`src/rtl/nettlp_cmd_pkg.sv`:
```
// rtl/nettlp_cmd_pkg.sv - shared types and constants for the NetTLP command sequencer
package nettlp_cmd_pkg;

    typedef struct packed {
        logic [7:0]  opcode;
        logic [7:0]  tag;
        logic [15:0] addr;
        logic [31:0] data;
    } FIFO_NETTLP_CMD_T;

    typedef struct packed {
        logic [7:0]  status;
        logic [7:0]  tag;
        logic [15:0] addr;
        logic [31:0] data;
    } NETTLP_RSP_T;

    typedef enum logic [7:0] {
        OP_READ  = 8'h01,
        OP_WRITE = 8'h02,
        OP_PING  = 8'h03
    } NETTLP_CMD_OP_T;

    typedef enum logic [7:0] {
        STS_OK         = 8'h00,
        STS_BAD_OPCODE = 8'h01,
        STS_TIMEOUT    = 8'h02
    } NETTLP_CMD_STS_T;

    localparam logic [31:0] PING_MAGIC = 32'h4E54_4C50;

    typedef enum logic [2:0] {
        ST_IDLE,
        ST_FETCH,
        ST_DECODE,
        ST_ACCESS,
        ST_RESP
    } nettlp_cmd_state_t;

endpackage

```
`src/rtl/nettlp_cmd_timer.sv`:
```
// rtl/nettlp_cmd_timer.sv - loadable down-counter that flags expiry on reaching zero
module nettlp_cmd_timer #(
    parameter int W = 8
) (
    input  logic         clk,
    input  logic         rst,
    input  logic         load_i,
    input  logic [W-1:0] load_val_i,
    input  logic         en_i,
    output logic         expire_o
);

    logic [W-1:0] cnt_q;
    logic [W-1:0] cnt_d;

    always_comb begin
        cnt_d = cnt_q;
        if (load_i) begin
            cnt_d = load_val_i;
        end else if (en_i && (cnt_q != '0)) begin
            cnt_d = cnt_q - 1'b1;
        end
    end

    always_ff @(posedge clk) begin
        if (rst) begin
            cnt_q <= '0;
        end else begin
            cnt_q <= cnt_d;
        end
    end

    assign expire_o = (cnt_q == '0);

endmodule

```
`src/rtl/nettlp_cmd_sched.sv`:
```
// rtl/nettlp_cmd_sched.sv - pops NetTLP commands, runs register accesses, pushes one response each
module nettlp_cmd_sched
    import nettlp_cmd_pkg::*;
#(
    parameter int ADDR_W         = 16,
    parameter int DATA_W         = 32,
    parameter int TIMEOUT_CYCLES = 256,
    parameter int CNT_W          = 16
) (
    input  logic              clk,
    input  logic              rst,
    output logic              fifo_cmd_i_rd_en,
    input  logic              fifo_cmd_i_empty,
    input  logic [63:0]       fifo_cmd_i_dout,
    output logic              fifo_cmd_o_wr_en,
    input  logic              fifo_cmd_o_full,
    output logic [63:0]       fifo_cmd_o_din,
    output logic              reg_req,
    output logic              reg_we,
    output logic [ADDR_W-1:0] reg_addr,
    output logic [DATA_W-1:0] reg_wdata,
    input  logic              reg_ack,
    input  logic [DATA_W-1:0] reg_rdata,
    output logic              busy,
    output logic [CNT_W-1:0]  cmd_count,
    output logic [CNT_W-1:0]  err_count
);

    localparam int TMR_W = (TIMEOUT_CYCLES > 1) ? $clog2(TIMEOUT_CYCLES) : 1;
    localparam logic [TMR_W-1:0] TMR_INIT = TMR_W'(TIMEOUT_CYCLES - 1);

    nettlp_cmd_state_t state_q, state_d;
    FIFO_NETTLP_CMD_T  cmd_q, cmd_d;
    NETTLP_RSP_T       rsp_q, rsp_d;
    logic              reg_req_q, reg_req_d;
    logic              reg_we_q, reg_we_d;
    logic [ADDR_W-1:0] reg_addr_q, reg_addr_d;
    logic [DATA_W-1:0] reg_wdata_q, reg_wdata_d;
    logic [CNT_W-1:0]  cmd_cnt_q, cmd_cnt_d;
    logic [CNT_W-1:0]  err_cnt_q, err_cnt_d;

    logic rd_en, wr_en, tmr_load, tmr_en, tmr_expire, op_is_write;

    assign op_is_write = (cmd_q.opcode == OP_WRITE);

    nettlp_cmd_timer #(.W(TMR_W)) u_timer (
        .clk        (clk),
        .rst        (rst),
        .load_i     (tmr_load),
        .load_val_i (TMR_INIT),
        .en_i       (tmr_en),
        .expire_o   (tmr_expire)
    );

    always_comb begin
        state_d     = state_q;
        cmd_d       = cmd_q;
        rsp_d       = rsp_q;
        reg_req_d   = reg_req_q;
        reg_we_d    = reg_we_q;
        reg_addr_d  = reg_addr_q;
        reg_wdata_d = reg_wdata_q;
        cmd_cnt_d   = cmd_cnt_q;
        err_cnt_d   = err_cnt_q;
        rd_en       = 1'b0;
        wr_en       = 1'b0;
        tmr_load    = 1'b0;
        tmr_en      = 1'b0;
        unique case (state_q)
            ST_IDLE: begin
                if (!fifo_cmd_i_empty) begin
                    rd_en   = 1'b1;
                    state_d = ST_FETCH;
                end
            end
            ST_FETCH: begin
                cmd_d   = fifo_cmd_i_dout;
                state_d = ST_DECODE;
            end
            ST_DECODE: begin
                rsp_d.tag  = cmd_q.tag;
                rsp_d.addr = cmd_q.addr;
                case (cmd_q.opcode)
                    OP_READ, OP_WRITE: begin
                        reg_req_d   = 1'b1;
                        reg_we_d    = op_is_write;
                        reg_addr_d  = ADDR_W'(cmd_q.addr);
                        reg_wdata_d = op_is_write ? DATA_W'(cmd_q.data) : '0;
                        tmr_load    = 1'b1;
                        state_d     = ST_ACCESS;
                    end
                    OP_PING: begin
                        rsp_d.status = STS_OK;
                        rsp_d.data   = PING_MAGIC;
                        state_d      = ST_RESP;
                    end
                    default: begin
                        rsp_d.status = STS_BAD_OPCODE;
                        rsp_d.data   = '0;
                        state_d      = ST_RESP;
                    end
                endcase
            end
            ST_ACCESS: begin
                tmr_en = 1'b1;
                // ack wins over an expiry landing in the same cycle
                if (reg_ack) begin
                    reg_req_d    = 1'b0;
                    rsp_d.status = STS_OK;
                    rsp_d.data   = reg_we_q ? cmd_q.data : 32'(reg_rdata);
                    state_d      = ST_RESP;
                end else if (tmr_expire) begin
                    reg_req_d    = 1'b0;
                    rsp_d.status = STS_TIMEOUT;
                    rsp_d.data   = '0;
                    state_d      = ST_RESP;
                end
            end
            ST_RESP: begin
                if (!fifo_cmd_o_full) begin
                    wr_en = 1'b1;
                    if (cmd_cnt_q != '1) cmd_cnt_d = cmd_cnt_q + 1'b1;
                    if ((rsp_q.status != STS_OK) && (err_cnt_q != '1)) err_cnt_d = err_cnt_q + 1'b1;
                    state_d = ST_IDLE;
                end
            end
            default: state_d = ST_IDLE;
        endcase
    end

    always_ff @(posedge clk) begin
        if (rst) begin
            state_q     <= ST_IDLE;
            cmd_q       <= '0;
            rsp_q       <= '0;
            reg_req_q   <= 1'b0;
            reg_we_q    <= 1'b0;
            reg_addr_q  <= '0;
            reg_wdata_q <= '0;
            cmd_cnt_q   <= '0;
            err_cnt_q   <= '0;
        end else begin
            state_q     <= state_d;
            cmd_q       <= cmd_d;
            rsp_q       <= rsp_d;
            reg_req_q   <= reg_req_d;
            reg_we_q    <= reg_we_d;
            reg_addr_q  <= reg_addr_d;
            reg_wdata_q <= reg_wdata_d;
            cmd_cnt_q   <= cmd_cnt_d;
            err_cnt_q   <= err_cnt_d;
        end
    end

    // Strobes are combinational from state, so hold them low while reset is asserted
    assign fifo_cmd_i_rd_en = rd_en && !rst;
    assign fifo_cmd_o_wr_en = wr_en && !rst;
    assign busy             = (state_q != ST_IDLE) && !rst;
    assign fifo_cmd_o_din   = rsp_q;
    assign reg_req          = reg_req_q;
    assign reg_we           = reg_we_q;
    assign reg_addr         = reg_addr_q;
    assign reg_wdata        = reg_wdata_q;
    assign cmd_count        = cmd_cnt_q;
    assign err_count        = err_cnt_q;

endmodule

```
`config.mk`:
```
export PLATFORM = sky130hd
export DESIGN_NAME = nettlp_cmd_sched
export DESIGN_NICKNAME = d
export VERILOG_FILES = /design/src/rtl/nettlp_cmd_pkg.sv /design/src/rtl/nettlp_cmd_timer.sv /design/src/rtl/nettlp_cmd_sched.sv
export SDC_FILE = /design/constraint.sdc
export NUM_CORES = 1
export LEC_CHECK = 0
export ABC_CLOCK_PERIOD_IN_PS = 2600
export BUFFER_PORTS_ARGS = -buffer_cell sky130_fd_sc_hd__clkbuf_2
export CAP_MARGIN = 20
export CORE_UTILIZATION = 45
export DETAILED_ROUTE_END_ITERATION = 16
export GPL_ROUTABILITY_DRIVEN = 0
export PLACE_DENSITY = 0.82
export SLEW_MARGIN = 20
export SYNTH_ARGS = -nofsm -noshare
export SYNTH_HDL_FRONTEND = slang
export SYNTH_SLANG_ARGS = --single-unit
export TNS_END_PERCENT = 30
```
`constraint.sdc`:
```
create_clock -name clk -period 2.6 [get_ports clk]
set_input_delay 0.52 -clock clk [delete_from_list [all_inputs] [get_ports clk]]
set_output_delay 0.52 -clock clk [all_outputs]
set_load 0.01 [all_outputs]
```
## After elaboration in Yosys (flattened, before gate mapping)

Index checks and enable logic that the tools add are counted.

- Bits in latches: 0
- Memory bits (read-only): 0
- Word-level logic and storage cells: 83
- Memories: 0
- RAM bits: 0
- Bits in registers: 221

- $lt $le $gt $ge: 0
- Div/mod/pow operators: 0
- Equality and inequality tests: 14
- Shift-type cells: 0
- Bitwise logic cells: 1
- $mul: 0
- Mux-type cells: 29
- Add/subtract/negate cells: 3
- Reductions and logical operators: 20

Operators by type and width:

| kind | number |
|---|---|
| 2-to-1 mux 32 bit | 4 |
| case mux 32 bit (2 select lines) | 2 |
| adder 16 x 1 -> 16 bit, second input constant | 2 |
| 2-to-1 mux 8 bit | 4 |
| inequality test 16 bit, second input constant | 2 |
| case mux 8 bit (2 select lines) | 2 |
| == test 8 x 2 -> 1 bit, second input constant | 2 |
| nonzero test 8 bit | 2 |
| 2-to-1 mux 3 bit | 5 |
| case mux 3 bit (5 select lines) | 1 |
| AND reduction 3 bit | 5 |
| 2-to-1 mux 1 bit | 10 |
| == test 8 x 1 -> 1 bit, second input constant | 1 |
| logical NOT 8 bit | 1 |
| subtractor 8 x 1 -> 8 bit, second input constant | 1 |
| == test 3 x 2 -> 1 bit, second input constant | 2 |
| inequality test 2 bit, second input constant | 3 |
| logical AND 1 bit | 5 |
| nonzero test 2 bit | 2 |
| == test 3 x 1 -> 1 bit, second input constant | 1 |
| == test 3 bit, second input constant | 1 |
| logical NOT 3 bit | 1 |
| inequality test 3 bit, second input constant | 1 |
| nonzero test 3 bit | 1 |
| 6 further kinds | 6 |

## Longest topological paths before layout

Gate-level depths: netlist of the first run.

- Depth in word-level cells: 5
- Depth in mapped cells: 7
- Mapped depth without buffers: 6

## Hierarchy

Synthesis of the first run repeated with hierarchy kept, for this count alone.

- Cell total of the unflattened synthesis: 993
- Area total of the unflattened synthesis: 8647.0 µm²

Modules (own cells, without submodules):

| module | cells each | instances | area each (µm²) |
|---|---|---|---|
| nettlp_cmd_sched | 934 | 1 | 8131.5 |
| nettlp_cmd_timer | 59 | 1 | 515.5 |

## Worst setup path before layout of the first run

OpenSTA, ideal clock, no wires.

- Kind: input-to-reg
- From: in fifo_cmd_o_full
- To: reg err_cnt_q[14] (netlist: err_count[14])
- Cell stages on the path: 6
- Buffers on the path: 2
- Library setup time: 0.121 ns
- Arrival time: 2.283 ns
- Slack: 0.196 ns
- Data required time: 2.479 ns
- Cell sequence: or4b_1 buf_2 or3_1 buf_6 nor4_1 mux2_2

- Cells in the longest elaborated chain, start to end: 2

RTL lines:

| item | line | source |
|---|---|---|
| start, declared | nettlp_cmd_sched.sv:16 | `input logic fifo_cmd_o_full,` |
| NOT 1 bit (no source line) | - |  |
| AND reduction 3 bit (no source line) | - |  |
| end signal, assigned | nettlp_cmd_sched.sv:151 | `err_cnt_q <= err_cnt_d;` |
| end, declared | nettlp_cmd_sched.sv:40 | `logic [CNT_W-1:0] err_cnt_q, err_cnt_d;` |

Every way passes these cells.
A chain may end at the register's enable or synchronous reset.

## Worst setup path after layout of the first run

- From: reg u_timer.cnt_q[0]
- To: reg rsp_q, in the netlist fifo_cmd_o_din[11]

- Cells in the longest elaborated chain, start to end: 3

RTL lines:

| item | line | source |
|---|---|---|
| start, declared | nettlp_cmd_timer.sv:13 | `logic [W-1:0] cnt_q;` |
| start signal, assigned | nettlp_cmd_timer.sv:29 | `cnt_q <= cnt_d;` |
| logical NOT 8 bit | nettlp_cmd_timer.sv:33 | `assign expire_o = (cnt_q == '0);` |
| inequality test 3 bit (no source line) | - |  |
| AND reduction 3 bit (no source line) | - |  |
| end signal, assigned | nettlp_cmd_sched.sv:145 | `rsp_q <= rsp_d;` |
| end, declared | nettlp_cmd_sched.sv:34 | `NETTLP_RSP_T rsp_q, rsp_d;` |

Every way passes these cells.

==> reports/qor.yml, run 1 <==
status: "finished clean"
grt_pass1_wl_um: 38700
dp_cells: 1431
yosysSeqAreaShare: 0.504
numCtsBuffers: 23
rr_endpoint: "fifo_cmd_o_din[11]"
dpl_cell_area_um2: 10000
worstHoldPathType: "primary input to flip-flop"
fin_skew_ns: 0.00920
r2r_cells: 6
r2r-start: "u_timer.cnt_q[0]"
drc: 0
synth_top_cell_area_share: 0.504
drive_above_1_share: 0.267
ys_ff_latch: 215
start_kind: "flip-flop"
max-slew-margin-rel: 0.441
cts_buffer_depth: 3
path_clk_slew_ns: 0.06
first_iter_violations: 437
core_um2: 18600
ys_types: 54
rsz0062_at_grt: "no"
period_minus_slack_ns: 2.28
cap_violations: 0
antennaDiodeCount: 0
fillers: 1663
drt-vias-per-instance: 5.45
finalInstanceArea_um2: 10700
mostFrequentLayoutCell: "clkbuf_2"
synth_top_area_cell: "dfxtp_1"
finalNetCount: 1327
cts_resized: 0
p_total_w: 0.00698
fmax_ghz: 0.439
power_density_nw_per_um2: 652
crit_type: "flip-flop to flip-flop"
leakagePower_nw: 4.19
peakVddDrop_mv: 0.520
postCtsSetupRepairBufs: 0
endpoint_kind: "flip-flop"
holdPathEnd: "cmd_q[46]"
hold_viol: 0
synth.area.top_cells: "dfxtp_1, nand2_1, a21oi_1, a22oi_1, mux2i_1"
cts_num_sinks: 215
required_ns: 2.99
fp.dieArea_um2: 19500
min_path_cells: 3
fp.dieH_um: 140
min_period_over_period: 0.876
rrSetupSlack_ns: 0.32
synth_area_um2: 8540
grt_pass1_vias: 7746
rows: 50
mostFrequentLayoutCells: "clkbuf_2, nand2_1, dfxtp_1"
grt_max_degree: 79
antenna_found_initial: 1
clk_latency_ns: 0.50
tightest_slew_ns: 0.830
num_io_pins: 250
setup_tns_ns: 0
postSynthAreaPerCell_um2: 8.55
groute.usage.overall: 0.241
overflow: 0
first_pass_iters: 5
synth_edf_count: 0
die_w_um: 140
async_reset_ff_frac: 0
port_buffers: 243
worstPathMaxFanout: 13
yosysWarnings: 0
drv_slew: 0
cts_tree: "yes"
cts_hold_buffers: 0
syn_to_final_growth_pct: 25.4
wl_per_cell_um: 16.0
finalSetupViolCount: 0
min_from: "fifo_cmd_i_dout[46]"
worstPathArrival_ns: 2.66
dp_hpwl_um: 15900
final_cells: 1469
netlist_instances: 998
wl_um: 23600
htree_levels: 1
synth_flop_cell: "dfxtp_1"
start_util: 0.458
cts-root-buf: "clkbuf_16"
final_core_util: 0.574
vias: 8009
drtAntennaViolNets: 0
layout make-up:
cell class,instances,area [um^2],share of cell area
clock buffer,31,636,0.0594
sequential,215,4310,0.402
clock inverter,7,62.6,0.00584
tap,234,293,0.0273
multi-input combinational,695,3910,0.365
inverter,20,75.1,0.00701
timing repair buffer,267,1430,0.133
power breakdown:
group	switching (W)	leakage [nW]	internal [W]
Combinational	0.000301	2.10	0.000183
Clock	0.00127	0.345	0.00180
Sequential	0.0000575	1.74	0.00337
per-layer routing:
metal / global-route usage / vias to the layer above / routed length [um]
met3: 0.0547 / 37 / 1840
met4: 0.0729 / 0 / 522
met1: 0.303 / 3747 / 9780
met5: 0 / - / 0
li1: - / 3935 / -
met2: 0.411 / 290 / 11400
sequential cells by signal, indices dropped and copies added (netlist names):
register        flops
reg_req             1
reg_wdata          32
cmd_q              64
reg_addr           16
reg_we              1
state_q             3
fifo_cmd_o_din     58
err_count          16
u_timer.cnt_q       8
cmd_count          16
metrics by stage:
stage | worst slack [ns] | hold WS, ns
3_3_place_gp | 0.222 | 0.436
2_1_floorplan | 0.196 | 0.432
6_report | 0.322 | 0.243
4_1_cts | 0.276 | 0.225
3_5_place_dp | 0.160 | 0.446
5_1_grt | 0.0833 | 0.228
cells in the mapped netlist, drive strengths merged, types with 6 or more instances:
master and n:
o2bb2ai 20, nor3 12, nand4 11, a221oi 12, nand3 15, a22oi 33
nor4 7, buf 13, o31ai 12, o21ai 11, a21oi 137, or4 12
mux2i 23, nor2 52, and4 6, nand2 234, clkbuf 60, dfxtp 215
nor2b 7, or3 13, inv 20, mux2 19
worst max-delay path by stage:
stage                      from                  to  slack, ns  cells after the start
3_3_place_gp    fifo_cmd_o_full       err_count[14]       0.22                      5
3_5_place_dp    fifo_cmd_o_full       err_count[14]       0.16                      5
2_1_floorplan   fifo_cmd_o_full       err_count[14]       0.20                      6
4_1_cts        u_timer.cnt_q[0]  fifo_cmd_o_din[11]       0.28                      6
5_1_grt        u_timer.cnt_q[0]  fifo_cmd_o_din[20]       0.08                      6
6_report       u_timer.cnt_q[0]  fifo_cmd_o_din[11]       0.32                      6
kinds of logic (layout without fill, tap and decap cells):
group                    count (synthesis)  count (layout)  share of synthesized area
AO/OA/AOI/OAI                          249             249                      0.181
XOR/XNOR                                 7               7                    0.00718
adder cells (fa/ha/maj)                  4               4                    0.00586
buffers and inverters                   93             325                     0.0446
flip-flops                             215             215                      0.504
multiplexers                            42              42                     0.0520
other                                    1               6                   0.000439
AND/OR/NAND/NOR                        387             387                      0.204
worst max-delay path, cell delays in order (launching register included):
cell and delay, ns:
dfxtp_1 0.34, inv_1 0.09, ha_1 0.18, nor4b_1 0.37, a21o_1 0.28, nand3_1 0.47
a221oi_1 0.45
(Power assumes the default switching activity.)
==> run 2: changes to the inputs <==
CORE_UTILIZATION = 52   (was 45)
PLACE_DENSITY = 0.91   (was 0.82)
==> reports/qor.yml, run 2 (synthesized netlist as in run 1, its figures left out) <==
fp.dieH_um: 130
first_pass_iters: 5
cts_num_sinks: 215
grt_pass1_wl_um: 38000
clk_latency_ns: 0.51
cap_violations: 0
finalSetupViolCount: 0
largest-register: "cmd_q"
mostFrequentLayoutCell: "clkbuf_2"
drtAntennaViolNets: 0
power_density_nw_per_um2: 676
antennaDiodeCount: 0
cts-root-buf: "clkbuf_16"
drc: 0
fin_skew_ns: 0.0231
max-slew-margin-rel: 0.500
path_clk_slew_ns: 0.06
multi_input_area_um2: 3910
grt_pass1_vias: 7869
peakVddDrop_mv: 0.585
worstPathMaxFanout: 8
cts_buffer_depth: 3
fmax_ghz: 0.440
fillers: 1246
rsz0062_at_grt: "no"
largest_reg_flops: 64
overflow: 0
rows: 46
die_w_um: 130
drt-vias-per-instance: 5.64
first_iter_violations: 555
postCtsSetupRepairBufs: 0
final_cells: 1455
hold_viol: 0
finalNetCount: 1329
numCtsBuffers: 23
htree_levels: 1
cts_hold_buffers: 0
area.sequential_um2: 4310
dp_hpwl_um: 15900
setup_tns_ns: 0
drive_above_1_share: 0.270
drv_slew: 0
required_ns: 2.08
min_period_over_period: 0.873
period_minus_slack_ns: 2.27
core_um2: 15900
endpoint_kind: "output pin"
start_kind: "flip-flop"
tightest_slew_ns: 0.743
port_buffers: 243
wl_um: 23800
groute.usage.overall: 0.278
dp_cells: 1415
fp.dieArea_um2: 16900
status: "finished clean"
num_io_pins: 250
start_util: 0.535
cts_tree: "yes"
worstHoldPathType: "primary input to flip-flop"
crit_type: "flip-flop to output pin"
cts_resized: 0
wl_per_cell_um: 16.4
vias: 8207
syn_to_final_growth_pct: 25.9
antenna_found_initial: 0
leakagePower_nw: 4.23
grt_max_degree: 67
worstPathArrival_ns: 1.75
mostFrequentLayoutCells: "clkbuf_2, nand2_1, dfxtp_1"
p_total_w: 0.00727
[run 2: cell type report]
type / instances / area share
flip-flops and latches: 215 / 0.400
inverters: 20 / 0.00698
clock buffers: 33 / 0.0617
repair buffers: 269 / 0.132
clock inverters: 7 / 0.0106
multi-input cells: 695 / 0.363
well taps: 216 / 0.0251
[run 2: routing by layer]
metal	wire length, um	vias up	track usage
li1	-	3956	-
met1	9760	3865	0.332
met2	11400	322	0.477
met3	1990	64	0.0722
met4	727	0	0.109
met5	0	-	0
[run 2: report_power, final]
group	total (W)	internal, W	leakage (nW)	switching (W)
combinational	0.000482	0.000181	2.10	0.000302
sequential	0.00343	0.00337	1.74	0.0000585
clock	0.00335	0.00206	0.384	0.00129
[run 2: worst max-delay path: stages, from the launching register on]
cell      delay (ns)
dfxtp_1         0.30
or4b_1          0.54
buf_4           0.18
nor2_1          0.10
clkbuf_2        0.14
[run 2: path summary, 6_finish.rpt]
check,from,endpoint,slack [ns],depth (start not counted)
hold reg to reg,cmd_q[53],fifo_cmd_o_din[53],0.45,2
hold / removal,fifo_cmd_i_dout[1],cmd_q[1],0.23,3
setup reg to reg,u_timer.cnt_q[0],fifo_cmd_o_din[22],0.40,6
setup / recovery,state_q[1],fifo_cmd_o_wr_en,0.33,4
[run 2: stage by stage]
step            util  setup WS, ns  area, um^2  hold slack, ns
5_1_grt        0.674         0.105       10800           0.221
3_5_place_dp   0.626         0.112        9970           0.442
2_1_floorplan      -         0.196        8560           0.432
4_1_cts        0.674         0.310       10800           0.216
6_report       0.674         0.330       10800           0.226
3_3_place_gp   0.626         0.172        9970           0.436
